===== src/rtl/bt_uart_tx_arbiter.sv =====
// 8N1 UART transmitter shared by NUM_REQ byte streams through a packet-locking
// round-robin arbiter; an owner keeps the line until its last byte or a lock timeout.
module bt_uart_tx_arbiter #(
    parameter int unsigned NUM_REQ      = 2,
    parameter int unsigned CLKS_PER_BIT = 434,
    parameter int unsigned LOCK_TIMEOUT = 50000
) (
    input  logic                 clk,
    input  logic                 reset,
    input  logic [NUM_REQ-1:0]   req_valid,
    input  logic [8*NUM_REQ-1:0] req_data,
    input  logic [NUM_REQ-1:0]   req_last,
    output logic [NUM_REQ-1:0]   req_ready,
    output logic [NUM_REQ-1:0]   grant,
    output logic                 busy,
    output logic                 uart_txd
);

    localparam int unsigned IDX_W  = (NUM_REQ > 1) ? $clog2(NUM_REQ) : 1;
    localparam int unsigned BAUD_W = $clog2(CLKS_PER_BIT);
    localparam int unsigned TO_W   = (LOCK_TIMEOUT > 1) ? $clog2(LOCK_TIMEOUT) : 1;

    localparam logic [BAUD_W-1:0] BAUD_LAST = BAUD_W'(CLKS_PER_BIT - 1);
    localparam logic [TO_W-1:0]   TO_LAST   = TO_W'(LOCK_TIMEOUT - 1);

    typedef enum logic [1:0] {StIdle, StStart, StData, StStop} state_e;

    state_e            state;
    logic [BAUD_W-1:0] baud_cnt;
    logic [2:0]        bit_idx;
    logic [7:0]        shift;
    logic [IDX_W-1:0]  rr;
    logic [IDX_W-1:0]  owner;
    logic [TO_W-1:0]   to_cnt;

    logic               locked;
    logic               found;
    logic               accept;
    logic [NUM_REQ-1:0] win_oh;
    logic [IDX_W-1:0]   win_idx;
    logic [IDX_W-1:0]   cand;
    logic [7:0]         win_data;
    logic               win_last;
    int                 j;

    function automatic logic [IDX_W-1:0] next_idx(input logic [IDX_W-1:0] i);
        if (32'(i) == NUM_REQ - 1) return '0;
        return i + 1'b1;
    endfunction

    assign locked = |grant;

    // A locked owner is offered ready even while it is not yet valid.
    always_comb begin
        win_oh  = '0;
        win_idx = '0;
        found   = 1'b0;
        cand    = '0;
        j       = 0;
        if (locked) begin
            win_oh  = grant;
            win_idx = owner;
        end else begin
            for (int k = 0; k < int'(NUM_REQ); k++) begin
                j = int'(rr) + k;
                if (j >= int'(NUM_REQ)) j = j - int'(NUM_REQ);
                cand = IDX_W'(j);
                if (!found && req_valid[cand]) begin
                    found         = 1'b1;
                    win_oh[cand]  = 1'b1;
                    win_idx       = cand;
                end
            end
        end
        win_data  = req_data[8*win_idx +: 8];
        win_last  = req_last[win_idx];
        req_ready = (state == StIdle) ? win_oh : '0;
        accept    = |(req_valid & req_ready);
    end

    always_ff @(posedge clk) begin
        if (reset) begin
            state    <= StIdle;
            baud_cnt <= '0;
            bit_idx  <= '0;
            shift    <= '0;
            rr       <= '0;
            owner    <= '0;
            to_cnt   <= '0;
            grant    <= '0;
            busy     <= 1'b0;
            uart_txd <= 1'b1;
        end else begin
            case (state)
                StIdle: begin
                    if (accept) begin
                        shift    <= win_data;
                        state    <= StStart;
                        baud_cnt <= '0;
                        busy     <= 1'b1;
                        uart_txd <= 1'b0;
                        to_cnt   <= '0;
                        if (win_last) begin
                            grant <= '0;
                            rr    <= next_idx(win_idx);
                        end else begin
                            grant <= win_oh;
                            owner <= win_idx;
                        end
                    end else if (locked && !req_valid[owner]) begin
                        if (to_cnt == TO_LAST) begin
                            grant  <= '0;
                            rr     <= next_idx(owner);
                            to_cnt <= '0;
                        end else begin
                            to_cnt <= to_cnt + 1'b1;
                        end
                    end else begin
                        to_cnt <= '0;
                    end
                end
                StStart: begin
                    if (baud_cnt == BAUD_LAST) begin
                        baud_cnt <= '0;
                        bit_idx  <= '0;
                        state    <= StData;
                        uart_txd <= shift[0];
                        shift    <= shift >> 1;
                    end else begin
                        baud_cnt <= baud_cnt + 1'b1;
                    end
                end
                StData: begin
                    if (baud_cnt == BAUD_LAST) begin
                        baud_cnt <= '0;
                        if (bit_idx == 3'd7) begin
                            state    <= StStop;
                            uart_txd <= 1'b1;
                        end else begin
                            bit_idx  <= bit_idx + 1'b1;
                            uart_txd <= shift[0];
                            shift    <= shift >> 1;
                        end
                    end else begin
                        baud_cnt <= baud_cnt + 1'b1;
                    end
                end
                StStop: begin
                    if (baud_cnt == BAUD_LAST) begin
                        baud_cnt <= '0;
                        state    <= StIdle;
                        busy     <= 1'b0;
                    end else begin
                        baud_cnt <= baud_cnt + 1'b1;
                    end
                end
                default: state <= StIdle;
            endcase
        end
    end

endmodule


===== config.mk =====
export PLATFORM = sky130hd
export DESIGN_NAME = bt_uart_tx_arbiter
export DESIGN_NICKNAME = d
export VERILOG_FILES = /design/src/rtl/bt_uart_tx_arbiter.sv
export SDC_FILE = /design/constraint.sdc
export NUM_CORES = 1
export LEC_CHECK = 0
export CORE_ASPECT_RATIO = 1.4
export CORE_UTILIZATION = 61
export CTS_BUF_LIST = sky130_fd_sc_hd__clkbuf_8 sky130_fd_sc_hd__clkbuf_16
export DETAILED_ROUTE_END_ITERATION = 10
export PLACE_DENSITY = 0.84
export SKIP_CTS_REPAIR_TIMING = 1
export SYNTH_ARGS = -nofsm -noshare
export SYNTH_HDL_FRONTEND = slang
export SYNTH_SLANG_ARGS = --single-unit
export TNS_END_PERCENT = 50

===== constraint.sdc =====
create_clock -name clk -period 6.13 [get_ports clk]
set_input_delay 1.226 -clock clk [delete_from_list [all_inputs] [get_ports clk]]
set_output_delay 1.226 -clock clk [all_outputs]
set_load 0.02 [all_outputs]

==> summary.md, run 1 <==
| Metric | Value |
|---|---|
| Number of global-route vias before repair | approximately 2.2k |
| Largest stage delay on the critical path | a little over 600 ps |
| Outcome | finished, violations left |
| Placed Instances | roughly 370 |
| Initial antenna violation count | 0 |
| Number of cell rows | 27 |
| Skew final | 7.78 ps |
| Hold Crit Class | register to register |
| Root Driver | clkbuf_8 |
| DRC | 1 |
| RSZ-0062 raised after global routing | no |
| Worst setup EP type | output pin |
| Final Cycle Share | 0.685 |
| Grt met2 use | 0.497 |
| Global-route usage over all layers | 0.266 |
| Antenna viol nets, final | 0 |
| Fin. Hold Viols | 0 |
| H-tree depth | 2 |
| Final Setup Violations | 0 |
| Share of post-route cells with drive strength above 1 | 0.102 |
| Failing checks | DRC |
| Unique masters post-synth | 52 |
| Post-Syn Nets | about 340 |
| CP startpoint kind | input pin |
| Area of the core | a little over 4000 µm² |
| Longest Clk Path Bufs | 2 |
| Most frequent CP cell | clkdlybuf4s50_1 |
| Routed WL | between 5000 and 6000 µm |
| FF-to-FF End | to_cnt[7]$_SDFFE_PP0N_ |
| GR Util met1 | 0.294 |
| Post-Synthesis Cells | between 300 and 400 |
| IO Pins | 28 |
| Reg-to-reg slack, setup | 3450 ps |
| Clock slew at reported path FFs | approximately 80 ps |
| Asr flop ratio synth | 0 |
| Crit path time final | 4200 ps |
| Syn Area/Cell | ~8.5 µm² |
| # fillers | around 310 |
| Worst endpoint data arrival time | 2970 ps |
| Worst reg-to-reg path cell count | 7 |
| Hold Startpoint | bit_idx[2]$_SDFFE_PP0P_ |
| Vias per inst | approximately 6.3 |
| Largest net degree at the start of global routing | 31 |
| CP Class | input pin to output pin |
| Post-synth top flop | dfxtp_1 |
| Drt wl/cell | between 15 and 20 µm |
| Drt initial violations | around 140 |
| Layout area overhead | 14.9% |
| Maximum vdd drop | 272 µV |
| GPL Wtd Cong | 0.894 |
| Power per cell area | 355 nW/µm² |
| WP buf/inv | 3 |
| Worst-Skew Late Latency | ~310 ps |
| Die Y | approximately 80 µm |
| Number of max-cap violations | 0 |
| Inserted Clock Buffers | 5 |
| Worst slew pin tran | approximately 1100 ps |
| Warnings from Yosys | 0 |
| Crit path max-delay cell type | clkdlybuf4s50_1 |
| Die Area | approximately 4600 µm² |
| Worst hold endpoint | bit_idx[2]$_SDFFE_PP0P_ |
| Setup Total Neg Slack | 0 ps |
| Detail Placement HPWL | between 4000 and 5000 µm |
| Worst Path Required | about 5000 ps |
| Initial Util | 0.653 |
| Crit-path max FO | 6 |
| Post-synthesis sequential area ratio | 0.336 |
| Die W | roughly 57 µm |
| Synthesized area | approximately 2600 µm² |
| Total gr overflow | 0 |
| DRT Pass-1 Iters | 7 |
| Final nets | 365 |
| Clk sinks | 44 |
| CP delay by family, top | buffers and inverters |
| Number of enable flip-flop cells after synthesis | 0 |
| Worst r2r src | state[0]$_SDFFE_PP0P_ |
| Gr busiest metal | met2 |
| Hold Path Stages | 2 |
| First-pass GRT wire length | approximately 9700 µm |
| Crit path cell chain | clkdlybuf4s50_1 -> inv_1 -> a211oi_1 -> o21a_1 -> clkdlybuf4s50_1 |
| Antenna Diode Count | 0 |
| Slew Limit Fails | 0 |
| Register area | between 800 and 900 µm² |
| CTS tree | yes |
| Input/output buffers | 27 |
| Leakage | ~1.1 nW |
| Vias | between 2k and 2.5k |
| Relative slew slack | 0.247 |
| Area of the multi-input gates | around 1600 µm² |
| Fin cells | between 300 and 400 |
| F_max | 238 MHz |
| Seq cells post-synth | between 40 and 50 |
| Grt met3 use | 0.0486 |
worst reg2reg max path: cells and delay by family, from the launching register on:
family	cells	cell delay, ps
compound gates	1	150
fa+ha+maj	1	480
flops	1	360
simple gates	2	840
buf+inv	3	780
where the power goes:
part           internal [mW]  switching [mW]
Sequential             0.330          0.0354
Combinational          0.223           0.259
Clock                  0.121           0.103
Total                  0.674           0.397
kinds of logic (layout without fill, tap and decap cells):
kind of cell | count (synthesis) | in the layout | synth area share
adders and majority gates | 11 | 11 | 0.0525
DFF | 44 | 44 | 0.336
and+or+nand+nor | 133 | 133 | 0.277
AOI/OAI and AO/OA | 62 | 62 | 0.149
muxes | 29 | 29 | 0.122
xor gates and xnor gates | 7 | 7 | 0.0234
buffers and inverters | 24 | 47 | 0.0405
synthesized netlist by cell type (2+ instances only):
cell,number,area share
mux2i_1,14,0.053
and3_1,4,0.0095
nand3_1,13,0.025
xnor2_1,3,0.010
nor3_1,14,0.027
ha_1,11,0.052
o21ai_0,11,0.021
nand2_1,15,0.021
nor4_1,5,0.012
nand4_1,9,0.021
a31oi_1,2,0.0048
nor2b_1,4,0.0095
mux2_2,14,0.060
a22oi_1,2,0.0057
or2_2,2,0.0048
a211oi_1,5,0.014
clkbuf_1,8,0.011
and4_1,2,0.0067
buf_2,4,0.0076
o21ai_1,2,0.0038
a21oi_1,24,0.046
o31ai_1,4,0.011
nor2_1,40,0.057
dfxtp_1,44,0.34
o32ai_1,2,0.0067
inv_1,9,0.013
nand4b_1,2,0.0067
a311oi_1,2,0.0067
xor2_1,4,0.013
nand3b_1,7,0.020
o21a_1,3,0.0086
nand2b_1,5,0.012
per-layer routing:
layer	up-vias	wire length (µm)
li1	1169	-
met1	1135	2540
met2	38	3050
met3	9	168
met4	0	104
met5	-	0
final cells by class:
cell class              count  share of cell area
multi-input cells         242               0.545
flip-flops and latches     44               0.292
repair buffers             30              0.0971
clock buffers               5              0.0228
well taps                  43              0.0178
clock inverters             3              0.0141
inverters                   9              0.0112
through the flow:
| step | hold WS, ps | utilization | setup WS [ps] | total power [mW] | instance area [µm²] |
|---|---|---|---|---|---|
| floorplan | 436 | - | 3150 | 0.736 | 2620 |
| CTS | 470 | 0.750 | 1960 | 1.07 | 3010 |
| finish | 465 | 0.750 | 1930 | 1.07 | 3010 |
| detailed placement | 460 | 0.722 | 1970 | 0.847 | 2900 |
| global placement | 449 | 0.722 | 2050 | 0.832 | 2900 |
| global route | 494 | 0.750 | 1870 | 1.13 | 3010 |
cells in the final DEF, fill, tap and decap left out, drive strengths merged, types with 2 or more instances in the layout:
| cell | instances |
|---|---|
| dfxtp | 44 |
| nor2 | 40 |
| clkdlybuf4s50 | 27 |
| a21oi | 24 |
| nand2 | 15 |
| nor3 | 15 |
| mux2i | 15 |
| mux2 | 14 |
| nand3 | 13 |
| o21ai | 13 |
| ha | 11 |
| nand4 | 10 |
| inv | 9 |
| nand3b | 7 |
| a211oi | 6 |
| nand2b | 6 |
| nor4 | 6 |
| clkbuf | 5 |
| nor2b | 4 |
| and3 | 4 |
| xor2 | 4 |
| o31ai | 4 |
| o21a | 3 |
| xnor2 | 3 |
| buf | 3 |
| or2 | 3 |
| nand4b | 2 |
| and4 | 2 |
| a31oi | 2 |
| a22oi | 2 |
| a311oi | 2 |
| o32ai | 2 |
worst max path at each step:
stage                            start      endpoint  slack (ps)  cells past startpoint
after global routing      req_valid[0]  req_ready[0]        1870                      5
after detailed placement  req_valid[0]  req_ready[0]        1970                      5
after global placement    req_valid[1]  req_ready[1]        2050                      5
after CTS                 req_valid[0]  req_ready[0]        1960                      5
after floorplan           req_valid[0]  req_ready[1]        3150                      3
final                     req_valid[0]  req_ready[0]        1930                      5
flip-flops by register name, indices dropped and copies added (netlist names):
name,cells
baud_cnt,9
busy,1
state,2
bit_idx,3
to_cnt,16
rr,1
owner,1
uart_txd,1
shift,8
grant,2
No activity file was read; power rests on OpenSTA's default activity.
==> run 2, diff against run 1 <==
--- a/config.mk
+++ b/config.mk
@@ -6,10 +6,10 @@
 export NUM_CORES = 1
 export LEC_CHECK = 0
 export CORE_ASPECT_RATIO = 1.4
-export CORE_UTILIZATION = 61
+export CORE_UTILIZATION = 51
 export CTS_BUF_LIST = sky130_fd_sc_hd__clkbuf_8 sky130_fd_sc_hd__clkbuf_16
 export DETAILED_ROUTE_END_ITERATION = 10
-export PLACE_DENSITY = 0.84
+export PLACE_DENSITY = 0.75
 export SKIP_CTS_REPAIR_TIMING = 1
 export SYNTH_ARGS = -nofsm -noshare
 export SYNTH_HDL_FRONTEND = slang
==> constraint.sdc (replaced) <==
create_clock -name clk -period 3.85 [get_ports clk]
set_input_delay 0.77 -clock clk [delete_from_list [all_inputs] [get_ports clk]]
set_output_delay 0.77 -clock clk [all_outputs]
set_load 0.02 [all_outputs]
==> summary.md, run 2 (synthesized netlist as in run 1, its figures left out) <==
| Metric | Value |
|---|---|
| Highest-count cells in the layout ignoring fill and taps | 44 x dfxtp_1, 40 x nor2_1, 27 x clkdlybuf4s50_1 |
| Grt met2 use | 0.398 (-0.0983) |
| CP Capture Point | req_ready[0] |
| Initial antenna violation count | 0 (unchanged) |
| Skew final | 4.11 ps (-3.67 ps) |
| Vias | 2,274 (-3.3%) |
| Fin. Hold Viols | 0 (unchanged) |
| Number of global-route vias before repair | 2,205 (-1.8%) |
| Inserted Clock Buffers | 5 (unchanged) |
| Final Setup Violations | 0 (unchanged) |
| Worst-Skew Late Latency | 300 ps (about the same) |
| Total gr overflow | 0 (unchanged) |
| Longest Clk Path Bufs | 2 (unchanged) |
| Power per cell area | 548 nW/µm² (+54%) |
| Crit path time final | approximately 3200 ps |
| CP Class | input pin to output pin |
| Net load switching power | 623 µW (+57%) |
| Layout area overhead | 15.9% |
| Largest net degree at the start of global routing | 24 (-23%) |
| Total power | 1.67 mW (+56%) |
| Worst r2r src | state[0]$_SDFFE_PP0P_ |
| Critical path origin | req_valid[0] |
| Biggest regs | to_cnt (16), baud_cnt (9), shift (8) |
| Worst slew pin tran | 747 ps (-375 ps) |
| DRC | 0 (-1) |
| GR Util met1 | 0.239 (-0.0558) |
| Die Y | 86.9 µm (+9.1%) |
| Reg-to-reg slack, setup | 1260 ps (-2190 ps) |
| Worst Path Required | 3080 ps (-1820 ps) |
| Design area | 3040 µm² (+0.87%) |
| Placed cell area | 2940 µm² (+1.4%) |
| # fillers | 433 (+39%) |
| RSZ-0062 raised after global routing | no |
| Clock slew at reported path FFs | 80 ps (about the same) |
| Drt initial violations | 120 (-11%) |
| Routed WL | 5530 µm (-5.6%) |
| Outcome | finished clean |
| Sw frac | 0.374 (+0.00300) |
| Antenna Diode Count | 0 (unchanged) |
| Worst endpoint data arrival time | 2410 ps (-560 ps) |
| Share of post-route cells with drive strength above 1 | 0.105 (+0.00269) |
| Clk sinks | 44 (unchanged) |
| Grt met3 use | 0.0471 (-0.00150) |
| GPL Wtd Cong | 0.859 (-4.0%) |
| Worst reg-to-reg path cell count | 7 (unchanged) |
| IO Pins | 28 (unchanged) |
| Final Cycle Share | 0.826 |
| Number of max-cap violations | 0 (unchanged) |
| Crit-path max FO | 6 (unchanged) |
| Most common cell after layout, fill and taps aside | dfxtp_1 |
| Root Driver | clkbuf_8 |
| Gr busiest metal | met2 |
| Vias per inst | 5.71 (-8.6%) |
| Relative slew slack | 0.500 (+0.253) |
| Leakage | 1.12 nW (+0.61%) |
| Die W | 62.6 µm (+9.0%) |
| First-pass GRT wire length | 9430 µm (-2.4%) |
| Drt wl/cell | 13.9 µm (-11%) |
| Comb pwr share | 0.461 (+0.011) |
| Number of cell rows | 30 (+11%) |
| FF-to-FF End | rr$_SDFFE_PP0P_ |
| Antenna viol nets, final | 0 (unchanged) |
| CP startpoint kind | input pin |
| DRT Pass-1 Iters | 4 (-3) |
| Die Area | 5440 µm² (+19%) |
| Max reg flops | 16 (unchanged) |
| Hold Crit Class | register to register |
| Clock share of power | 0.191 (-0.018) |
| Initial Util | 0.538 (-0.115) |
| Pint | 1.04 mW (+55%) |
| Maximum vdd drop | 359 µV (+32%) |
| Area of the core | 4880 µm² (+21%) |
| Flop pwr share | 0.348 (+0.007) |
| Input/output buffers | 27 (unchanged) |
| Setup Total Neg Slack | 0 ps (unchanged) |
| Worst setup EP type | output pin |
| F_max | around 310 MHz |
| Hold_ws | 459 ps (-5.62 ps) |
| H-tree depth | 2 (unchanged) |
| Final nets | 367 (+0.55%) |
| Global-route usage over all layers | 0.215 (-0.0506) |
| Slew Limit Fails | 0 (unchanged) |
| CTS tree | yes |
| Detail Placement HPWL | 3940 µm (-4.5%) |
| Largest Register | to_cnt |
==> run 2: cell types whose count changed in the layout (fill, tap and decap cells not counted) <==
cell,previous run,this run
clkinv_2,1,0
clkbuf_8,5,7
buf_4,3,5
clkinvlp_4,1,0
bufinv_16,1,0
==> run 2: cell type report <==
type / instances / area [µm²] / area share
well taps: 64 / 80.1 / 0.0263
flip-flops and latches: 44 / 881 / 0.290
clock buffers: 7 / 96.3 / 0.0317
multi-input cells: 242 / 1640 / 0.540
repair buffers: 32 / 308 / 0.101
inverters: 9 / 33.8 / 0.0111
==> run 2: critical path, cell delays in order <==
cell             delay [ps]
clkdlybuf4s50_1         550
inv_1                    60
a211oi_1                290
o21a_1                  150
clkdlybuf4s50_1         590
==> run 2: power groups by stage <==
stage | registers, mW | clock network, mW | logic, mW
floorplan | 0.590 | 0 | 0.581
global placement | 0.588 | 0 | 0.753
detailed placement | 0.590 | 0 | 0.766
CTS | 0.580 | 0.323 | 0.773
global route | 0.587 | 0.342 | 0.854
finish | 0.580 | 0.318 | 0.767
==> run 2: worst min path at each step <==
stage	start	to	cells past startpoint
2_1_floorplan	bit_idx[1]$_SDFFE_PP0P_	bit_idx[1]$_SDFFE_PP0P_	2
3_3_place_gp	bit_idx[2]$_SDFFE_PP0P_	bit_idx[2]$_SDFFE_PP0P_	2
3_5_place_dp	bit_idx[1]$_SDFFE_PP0P_	bit_idx[1]$_SDFFE_PP0P_	2
4_1_cts	bit_idx[1]$_SDFFE_PP0P_	bit_idx[1]$_SDFFE_PP0P_	2
5_1_grt	bit_idx[2]$_SDFFE_PP0P_	bit_idx[2]$_SDFFE_PP0P_	2
6_report	bit_idx[1]$_SDFFE_PP0P_	bit_idx[1]$_SDFFE_PP0P_	2
==> run 2: per-layer routing <==
| metal | routed length (µm) | vias to the layer above |
|---|---|---|
| met3 | 111 | 5 |
| met5 | 0 | - |
| met4 | 55 | 0 |
| met1 | 2420 | 1084 |
| met2 | 2940 | 17 |
| li1 | - | 1168 |
==> run 2: per-stage QoR <==
step / instances / util / setup WS (ps)
detailed placement: 391 / 0.603 / 674
finish: 398 / 0.623 / 669
CTS: 398 / 0.623 / 672
floorplan: 310 / - / 1510
global placement: 391 / 0.603 / 707
global route: 398 / 0.623 / 545
